File: src/rtl/ping_pong_sequencer.sv
`default_nettype none
// ============================================================================
// Module      : ping_pong_sequencer
// Description : Profile FIFO plus sequencer that programs and steps a
//               ping-pong counter through {max,min,bounces} profiles.
// Revision    : 1.0 - initial release
// ============================================================================
module ping_pong_sequencer #(
  parameter int WIDTH   = 4,
  parameter int DEPTH   = 4,
  parameter int BCNT_W  = 8,
  parameter int TIMEOUT = 64
) (
  input  logic              clk,
  input  logic              rst_n,
  input  logic              cfg_valid,
  output logic              cfg_ready,
  input  logic [WIDTH-1:0]  cfg_max,
  input  logic [WIDTH-1:0]  cfg_min,
  input  logic [BCNT_W-1:0] cfg_bounces,
  input  logic              start,
  input  logic              pause,
  input  logic              flip_req,
  input  logic              cnt_direction,
  input  logic [WIDTH-1:0]  cnt_out,
  output logic              cnt_enable,
  output logic              cnt_flip,
  output logic [WIDTH-1:0]  cnt_max,
  output logic [WIDTH-1:0]  cnt_min,
  output logic              busy,
  output logic              done,
  output logic              err_invalid,
  output logic              err_timeout
);

  localparam int PTR_W   = $clog2(DEPTH);
  localparam int TMR_W   = $clog2(TIMEOUT + 1);
  localparam int ENTRY_W = 2 * WIDTH + BCNT_W;

  localparam logic [PTR_W:0]    PTR_ONE   = (PTR_W + 1)'(1);
  localparam logic [PTR_W:0]    DEPTH_C   = (PTR_W + 1)'(DEPTH);
  localparam logic [BCNT_W-1:0] BCNT_ONE  = BCNT_W'(1);
  localparam logic [TMR_W-1:0]  TMR_ONE   = TMR_W'(1);
  localparam logic [TMR_W-1:0]  TMR_LIMIT = TMR_W'(TIMEOUT);

  typedef enum logic [2:0] {
    ST_IDLE   = 3'd0,
    ST_LOAD   = 3'd1,
    ST_SETTLE = 3'd2,
    ST_RUN    = 3'd3,
    ST_PAUSED = 3'd4
  } state_t;

  state_t              state_q, state_d;
  logic [PTR_W:0]      wr_ptr_q, wr_ptr_d;
  logic [PTR_W:0]      rd_ptr_q, rd_ptr_d;
  logic                ready_q, ready_d;
  logic [WIDTH-1:0]    cnt_max_q, cnt_max_d;
  logic [WIDTH-1:0]    cnt_min_q, cnt_min_d;
  logic [BCNT_W-1:0]   target_q, target_d;
  logic [BCNT_W-1:0]   bounce_cnt_q, bounce_cnt_d;
  logic [TMR_W-1:0]    timer_q, timer_d;
  logic                prev_dir_q, prev_dir_d;
  logic                flip_mask_q, flip_mask_d;
  logic                cnt_enable_q, cnt_enable_d;
  logic                cnt_flip_q, cnt_flip_d;
  logic                busy_q, busy_d;
  logic                done_q, done_d;
  logic                err_invalid_q, err_invalid_d;
  logic                err_timeout_q, err_timeout_d;

  logic [ENTRY_W-1:0]  fifo_mem [DEPTH];
  logic [ENTRY_W-1:0]  head;
  logic [WIDTH-1:0]    head_max;
  logic [WIDTH-1:0]    head_min;
  logic [BCNT_W-1:0]   head_bnc;
  logic [PTR_W:0]      fill;
  logic                fifo_empty;
  logic                fifo_full;
  logic                pop;
  logic                push_try;
  logic                cfg_bad;
  logic                push;
  logic                bounce;
  logic                advance;
  logic                unused_cnt_out;

  // Sequencing is driven purely by direction changes; the count value is not needed.
  assign unused_cnt_out = ^cnt_out;

  assign fill       = wr_ptr_q - rd_ptr_q;
  assign fifo_empty = (fill == '0);
  assign fifo_full  = (fill == DEPTH_C);
  assign pop        = (state_q == ST_LOAD);

  // A pop in the same cycle frees a slot, so a full FIFO still accepts then.
  assign cfg_ready  = ready_q && (!fifo_full || pop);
  assign push_try   = cfg_valid && cfg_ready;
  assign cfg_bad    = (cfg_max <= cfg_min);
  assign push       = push_try && !cfg_bad;

  assign head     = fifo_mem[rd_ptr_q[PTR_W-1:0]];
  assign head_max = head[ENTRY_W-1 -: WIDTH];
  assign head_min = head[BCNT_W +: WIDTH];
  assign head_bnc = head[BCNT_W-1:0];

  always_ff @(posedge clk) begin
    if (push) begin
      fifo_mem[wr_ptr_q[PTR_W-1:0]] <= {cfg_max, cfg_min, cfg_bounces};
    end
  end

  always_comb begin
    state_d       = state_q;
    wr_ptr_d      = push ? wr_ptr_q + PTR_ONE : wr_ptr_q;
    rd_ptr_d      = pop ? rd_ptr_q + PTR_ONE : rd_ptr_q;
    ready_d       = 1'b1;
    cnt_max_d     = cnt_max_q;
    cnt_min_d     = cnt_min_q;
    target_d      = target_q;
    bounce_cnt_d  = bounce_cnt_q;
    timer_d       = timer_q;
    prev_dir_d    = cnt_direction;
    flip_mask_d   = cnt_flip_q;
    cnt_flip_d    = flip_req && (state_q == ST_RUN) && !pause;
    done_d        = 1'b0;
    err_invalid_d = push_try && cfg_bad;
    err_timeout_d = err_timeout_q;
    advance       = 1'b0;
    // The direction change that follows a forwarded flip is not an end-point bounce.
    bounce        = (cnt_direction != prev_dir_q) && !flip_mask_q;

    case (state_q)
      ST_IDLE: begin
        if (start) begin
          err_timeout_d = 1'b0;
          if (fifo_empty) begin
            done_d = 1'b1;
          end else begin
            state_d = ST_LOAD;
          end
        end
      end
      ST_LOAD: begin
        cnt_max_d    = head_max;
        cnt_min_d    = head_min;
        target_d     = (head_bnc == '0) ? BCNT_ONE : head_bnc;
        bounce_cnt_d = '0;
        timer_d      = '0;
        state_d      = ST_SETTLE;
      end
      ST_SETTLE: begin
        if (!pause) begin
          state_d = ST_RUN;
        end
      end
      ST_RUN, ST_PAUSED: begin
        // Bounces still land in PAUSED: the counter moved on the last enabled edge.
        if (bounce) begin
          bounce_cnt_d = bounce_cnt_q + BCNT_ONE;
          timer_d      = '0;
          advance      = (bounce_cnt_d == target_q);
        end else if (state_q == ST_RUN) begin
          timer_d = timer_q + TMR_ONE;
          if (timer_d == TMR_LIMIT) begin
            err_timeout_d = 1'b1;
            advance       = 1'b1;
          end
        end
        if (advance) begin
          if (fifo_empty) begin
            state_d = ST_IDLE;
            done_d  = 1'b1;
          end else begin
            state_d = ST_LOAD;
          end
        end else begin
          state_d = pause ? ST_PAUSED : ST_RUN;
        end
      end
      default: begin
        state_d = ST_IDLE;
      end
    endcase

    cnt_enable_d = (state_d == ST_RUN);
    busy_d       = (state_d != ST_IDLE);
  end

  always_ff @(posedge clk or negedge rst_n) begin
    if (!rst_n) begin
      state_q       <= ST_IDLE;
      wr_ptr_q      <= '0;
      rd_ptr_q      <= '0;
      ready_q       <= 1'b0;
      cnt_max_q     <= '0;
      cnt_min_q     <= '0;
      target_q      <= '0;
      bounce_cnt_q  <= '0;
      timer_q       <= '0;
      prev_dir_q    <= 1'b0;
      flip_mask_q   <= 1'b0;
      cnt_enable_q  <= 1'b0;
      cnt_flip_q    <= 1'b0;
      busy_q        <= 1'b0;
      done_q        <= 1'b0;
      err_invalid_q <= 1'b0;
      err_timeout_q <= 1'b0;
    end else begin
      state_q       <= state_d;
      wr_ptr_q      <= wr_ptr_d;
      rd_ptr_q      <= rd_ptr_d;
      ready_q       <= ready_d;
      cnt_max_q     <= cnt_max_d;
      cnt_min_q     <= cnt_min_d;
      target_q      <= target_d;
      bounce_cnt_q  <= bounce_cnt_d;
      timer_q       <= timer_d;
      prev_dir_q    <= prev_dir_d;
      flip_mask_q   <= flip_mask_d;
      cnt_enable_q  <= cnt_enable_d;
      cnt_flip_q    <= cnt_flip_d;
      busy_q        <= busy_d;
      done_q        <= done_d;
      err_invalid_q <= err_invalid_d;
      err_timeout_q <= err_timeout_d;
    end
  end

  assign cnt_enable  = cnt_enable_q;
  assign cnt_flip    = cnt_flip_q;
  assign cnt_max     = cnt_max_q;
  assign cnt_min     = cnt_min_q;
  assign busy        = busy_q;
  assign done        = done_q;
  assign err_invalid = err_invalid_q;
  assign err_timeout = err_timeout_q;

endmodule
`default_nettype wire

File: config.mk
export PLATFORM = sky130hd
export DESIGN_NAME = ping_pong_sequencer
export DESIGN_NICKNAME = d
export VERILOG_FILES = /design/src/rtl/ping_pong_sequencer.sv
export SDC_FILE = /design/constraint.sdc
export NUM_CORES = 1
export LEC_CHECK = 0
export BUFFER_PORTS_ARGS = -buffer_cell sky130_fd_sc_hd__buf_2
export CAP_MARGIN = 20
export CORE_AREA = 2 2 100 140
export DETAILED_ROUTE_END_ITERATION = 8
export DIE_AREA = 0 0 102 142
export PLACE_DENSITY = 0.62
export REMOVE_ABC_BUFFERS = 1
export SYNTH_ARGS = -nofsm -noshare
export SYNTH_HDL_FRONTEND = slang
export SYNTH_SLANG_ARGS = --single-unit
File: constraint.sdc
create_clock -name clk -period 4.15 [get_ports clk]
set_clock_uncertainty 0.05 [all_clocks]
set_input_delay 0.2075 -clock clk [delete_from_list [all_inputs] [get_ports clk]]
set_output_delay 0.2075 -clock clk [all_outputs]
set_load 0.02 [all_outputs]
* After elaboration in Yosys (flattened, before gate mapping)
Memories as Yosys holds them, arrays and structs flattened.
Cells that the tools add are included.
** Operators by class
- Equal/unequal tests :: 15
- Reductions and logical operators :: 22
- Muxes and demuxes :: 28
- Order comparisons :: 1
- Add/subtract/negate cells :: 5
** Operators with widths (number)
- $mux W8 :: 2
- $pmux W8 S2 :: 1
- $mux W3 :: 5
- $mux W1 :: 14
- $mux W7 :: 2
- $pmux W7 S2 :: 1
- $pmux W3 S4 :: 1
- $ne A2 B2 Y1 const B :: 5
- $eq A3 B2 Y1 const B :: 3
- $add A8 B1 Y8 const B :: 1
- $eq A8 B8 Y1 :: 1
- $logic_not A8 Y1 :: 1
- $add A7 B1 Y7 const B :: 1
- $eq A7 B7 Y1 const B :: 1
- $logic_and A1 B1 Y1 :: 7
- $add A3 B1 Y3 const B :: 2
- $eq A3 B3 Y1 const B :: 2
- $logic_not A3 Y1 :: 2
- $reduce_and A5 Y1 :: 1
- $le A4 B4 Y1 :: 1
- $logic_not A1 Y1 :: 4
- $pmux W1 S2 :: 2
- $reduce_and A2 Y1 :: 2
- $reduce_bool A2 Y1 :: 2
- 7 further kinds :: 7
** Word-level totals
- Bits of input ports :: 27
- Logic and storage cells :: 89
- RAM bits :: 64
- Output and inout bits :: 15
- Memories kept :: 1
- Register bits :: 49
** Memories
- fifo_mem :: words 4, bits a word 16, rd ports 1, clocked after Yosys merged registers in 0, write ports 1, RTL line 72 : logic [ENTRY_W-1:0] fifo_mem [DEPTH];

* Logic depth before layout (Yosys ltp)
- Depth in word-level cells :: 9
- Depth in mapped cells :: 10
- Depth with buffers taken out :: 8

* Worst setup path after synthesis
OpenSTA, ideal clock, no wires.
- Path kind :: reg-to-reg
- From :: register rd_ptr_q[1]
- To :: memory fifo_mem[3][0] (netlist bit), enable pin
- Stages on the path, launching flop included :: 10
- Library setup time :: 0.375 ns
- Buffers on the path :: 2
- Period minus slack after synthesis :: 2.992 ns
- Data arrival time :: 2.567 ns
- Setup slack :: 1.158 ns
- Data required time :: 3.725 ns
- Cells stage by stage :: dfrtp_1 > clkbuf_1 > clkbuf_1 > inv_1 > ha_1 > nand2b_1 > and3_1 > o311ai_1 > a211oi_2 > and2_1
** Between the ends
- Cells in the longest elaborated chain, start to end :: 9
** RTL lines
- from (decl) :: RTL line 56 : logic [PTR_W:0] rd_ptr_q, rd_ptr_d;
- from (signal assigned) :: RTL line 212 : rd_ptr_q <= rd_ptr_d;
- $sub A3 B3 Y3 :: RTL line 91 : assign fill = wr_ptr_q - rd_ptr_q;
- $eq A3 B3 Y1 :: RTL line 93 : assign fifo_full = (fill == DEPTH_C);
- $logic_not A1 Y1 :: RTL line 97 : assign cfg_ready = ready_q && (!fifo_full || pop);
- $logic_or A1 B1 Y1 :: RTL line 97
- $logic_and A1 B1 Y1 :: RTL line 97
- $logic_and A1 B1 Y1 :: RTL line 98 : assign push_try = cfg_valid && cfg_ready;
- $logic_and A1 B1 Y1 :: RTL line 100 : assign push = push_try && !cfg_bad;
- $mux W1 :: RTL line 108 : if (push) begin
- $mux W1 (not written as such) :: RTL line 109 : fifo_mem[wr_ptr_q[PTR_W-1:0]] <= {cfg_max, cfg_min, cfg_bounces};
- to (decl) :: RTL line 72
No other way between the ends.

* Worst setup path in the final report
- From :: register rd_ptr_q[1]
- To :: memory fifo_mem[2][7] (netlist bit), enable pin
The elaborated chain is that of the path after synthesis.

==> impl_metrics.tcl <==
set metrics [dict create \
    hp-start "cfg_max[1]" \
    synth_seq_area_share 0.624 \
    utilization 0.470 \
    clk_pin_slew_ps 50 \
    wl_per_cell_um 15.9 \
    power_density_mw_per_mm2 653 \
    rr_worst_depth 8 \
    dieArea_mm2 0.0145 \
    holdPathStages 1 \
    yosysTopAreaCell "edfxtp_1" \
    synth.top_cell.area_share 0.381 \
    peakVddDrop_uv 302 \
    min_to "fifo_mem[0][13]" \
    rrSetupSlack_ps 1070 \
    setup_viol 0 \
    r2r-start "rd_ptr_q[1]" \
    crit_path_end_kind "flop" \
    synth_cell_type_count 56 \
    synth_edf_count 64 \
    tightest_slew_ps 881 \
    min_period_ps 3080 \
    cpMaxStageDelayCell "and2_1" \
    syn2layout_area_growth_pct 23.4 \
    crit_chain "buf_4, inv_1, ha_1, nand2b_1, a21oi_1, o311ai_1, a211oi_2, and2_1" \
    fmaxAchievable_mhz 325 \
    first_pass_iters 4 \
    nets 464 \
    arrival_ps 3060 \
    finalMaxSlewViolations 0 \
    cts_resized 0 \
    synth_ff_type "edfxtp_1" \
    cts_made_buffers 17 \
    async_flop_share 0.434 \
    outcome "finished clean" \
    ant_nets 0 \
    cts_root_buf "clkbuf_16" \
    rows 50 \
    critPathKind "flop to flop" \
    synth.area.top_cells "edfxtp_1, dfrtp_1, mux4_2" \
    cts_setup_buffers 0 \
    fill_cells 1207 \
    slowest_delay_ps 780 \
    syn-cell-area_mm2 0.00505 \
    vias 3073 \
    rsz0062_at_grt "no" \
    power.leakage_nw 2.40 \
    via_per_inst 4.97 \
    syn_inst 354 \
    grt_max_degree 50 \
    fin_setup_tns_ps 0 \
    drv_cap 0 \
    place.gp.congestion 0.816 \
    synth_common_cells "edfxtp_1, dfrtp_1, o21ai_0, nand2_1, mux4_2" \
    cts_tree "done" \
    antenna_found_initial 0 \
    dpl.hpwl_um 6420 \
    hp-class "primary input to flop" \
    finalHoldWorstSlack_ps 25.9 \
    grt_usage 0.152 \
    required_ps 4130 \
    ys_ff_latch 113 \
    critPathLaunchType "flop" \
    ios 42 \
    diodes 0 \
    cts-htree-levels 4 \
    clock_insertion_delay_worst_skew_ps 410 \
    clkSinkCount 113 \
    io_buffer_count 37 \
    yosysWarnings 0 \
    crit_start "rd_ptr_q[1]" \
    synth_most_common_cell "edfxtp_1" \
    wl_um 9840 \
    grt_pass1_vias 3241 \
    r2r-end "fifo_mem[2][7]" \
    finalCritPeriodShare 0.742 \
    grt_pass1_wl_um 16400 \
    hold_violations 0 \
    remaining_drc_errors 0 \
    drive_above_1_share 0.278 \
    die_y_um 142 \
    gr-total-overflow 0 \
    core_mm2 0.0133 \
    die_w_um 102 \
    syn_avg_cell_area_um2 14.3 \
    max-slew-margin-rel 0.412 \
    drt_iter0_drc 168 \
    crit_fanout 18 \
    start_util 0.381 \
    clock_path_buffers 2 \
]
[power breakdown]
| group | total (mW) | internal, mW | switching, mW |
|---|---|---|---|
| Combinational | 1.13 | 0.523 | 0.603 |
| Sequential | 1.53 | 1.38 | 0.147 |
| Clock | 1.41 | 0.887 | 0.524 |
| Total | 4.07 | 2.79 | 1.27 |
[layer usage]
layer	wire length, um	vias to the layer above	track usage
met5	0	-	0
met4	176	0	0.0730
met3	307	14	0.0422
met2	5310	51	0.259
met1	4050	1528	0.174
li1	-	1480	-
[critical path, delay by kind of cell (launching register included)]
kind / cells / cell delay (ps)
adders and majority gates: 1 / 320
buffers and inverters: 2 / 360
DFF: 1 / 330
AOI/OAI and AO/OA: 3 / 780
and+or+nand+nor: 2 / 860
[state kept, by name, indices dropped and copies added, names as in the netlist, 3 cells and up]
name and cells:
bounce_cnt_q 8, target_q 8, fifo_mem 64, state_q 3
cnt_max 4, wr_ptr_q 3, timer_q 7, cnt_min 4
rd_ptr_q 3
[how the worst max path moves through the flow]
stage	to	slack, ps	depth (start not counted)
floorplan	fifo_mem[3][0]	1100	5
global placement	fifo_mem[1][0]	1110	8
detailed placement	fifo_mem[2][0]	1020	8
CTS	fifo_mem[2][7]	1000	8
global route	fifo_mem[0][7]	780	8
finish	fifo_mem[2][7]	1070	8
[cells by family (layout without fill, tap and decap cells)]
kind of cell	Yosys count	after routing	share of synthesized area
AND/OR/NAND/NOR	95	95	0.110
XOR/XNOR	15	15	0.0260
buffers and inverters	25	107	0.0221
flip-flops	113	113	0.624
other	1	1	0.000743
adder cells (fa/ha/maj)	14	14	0.0347
AO/OA/AOI/OAI	60	60	0.0781
multiplexers	31	31	0.105
[through the flow]
stage               setup WS (ps)  instances  total power, mW  area (um^2)
floorplan                    1100        341             2.34         4980
global placement             1110        566             2.65         5450
detailed placement           1020        566             2.68         5450
CTS                          1000        617             4.12         6220
global route                  777        618             4.32         6230
finish                       1070        618             4.07         6230
[area by class of cell]
type / count / area (um^2) / share of cell area
clock buffer: 17 / 425 / 0.0683
clock inverter: 15 / 161 / 0.0259
timing repair buffer: 63 / 425 / 0.0683
tap: 182 / 228 / 0.0366
inverter: 12 / 45.0 / 0.00723
multi-input combinational: 216 / 1790 / 0.288
sequential: 113 / 3150 / 0.506
[placed cells by master, fill, tap and decap left out, types with 3 or more instances in the layout]
cell type      count
a21oi_1           10
and2_1             7
and3_1             3
buf_2             38
buf_4              6
clkbuf_16         17
clkinv_4           6
clkinvlp_4         3
dfrtp_1           49
dlygate4sd3_1     19
edfxtp_1          64
ha_1              14
inv_1             12
mux2_2            15
mux4_2            16
nand2_1           18
nand2b_1           5
nand3_1           11
nand3_2            3
nand4_1            3
nor2_1            15
nor2b_1            4
nor3_1             5
nor4_1             3
o21a_1             3
o21ai_0           23
o31ai_1            6
or3_1              3
xnor2_1            8
xor2_1             7
[what timing repair did]
| action | 4_1_cts | 5_1_grt |
|---|---|---|
| setup endpoints to repair | 0 | 0 |
| hold endpoints to repair | 112 | 0 |
| hold buffers | 19 | 0 |
(Power assumes the default switching activity.)
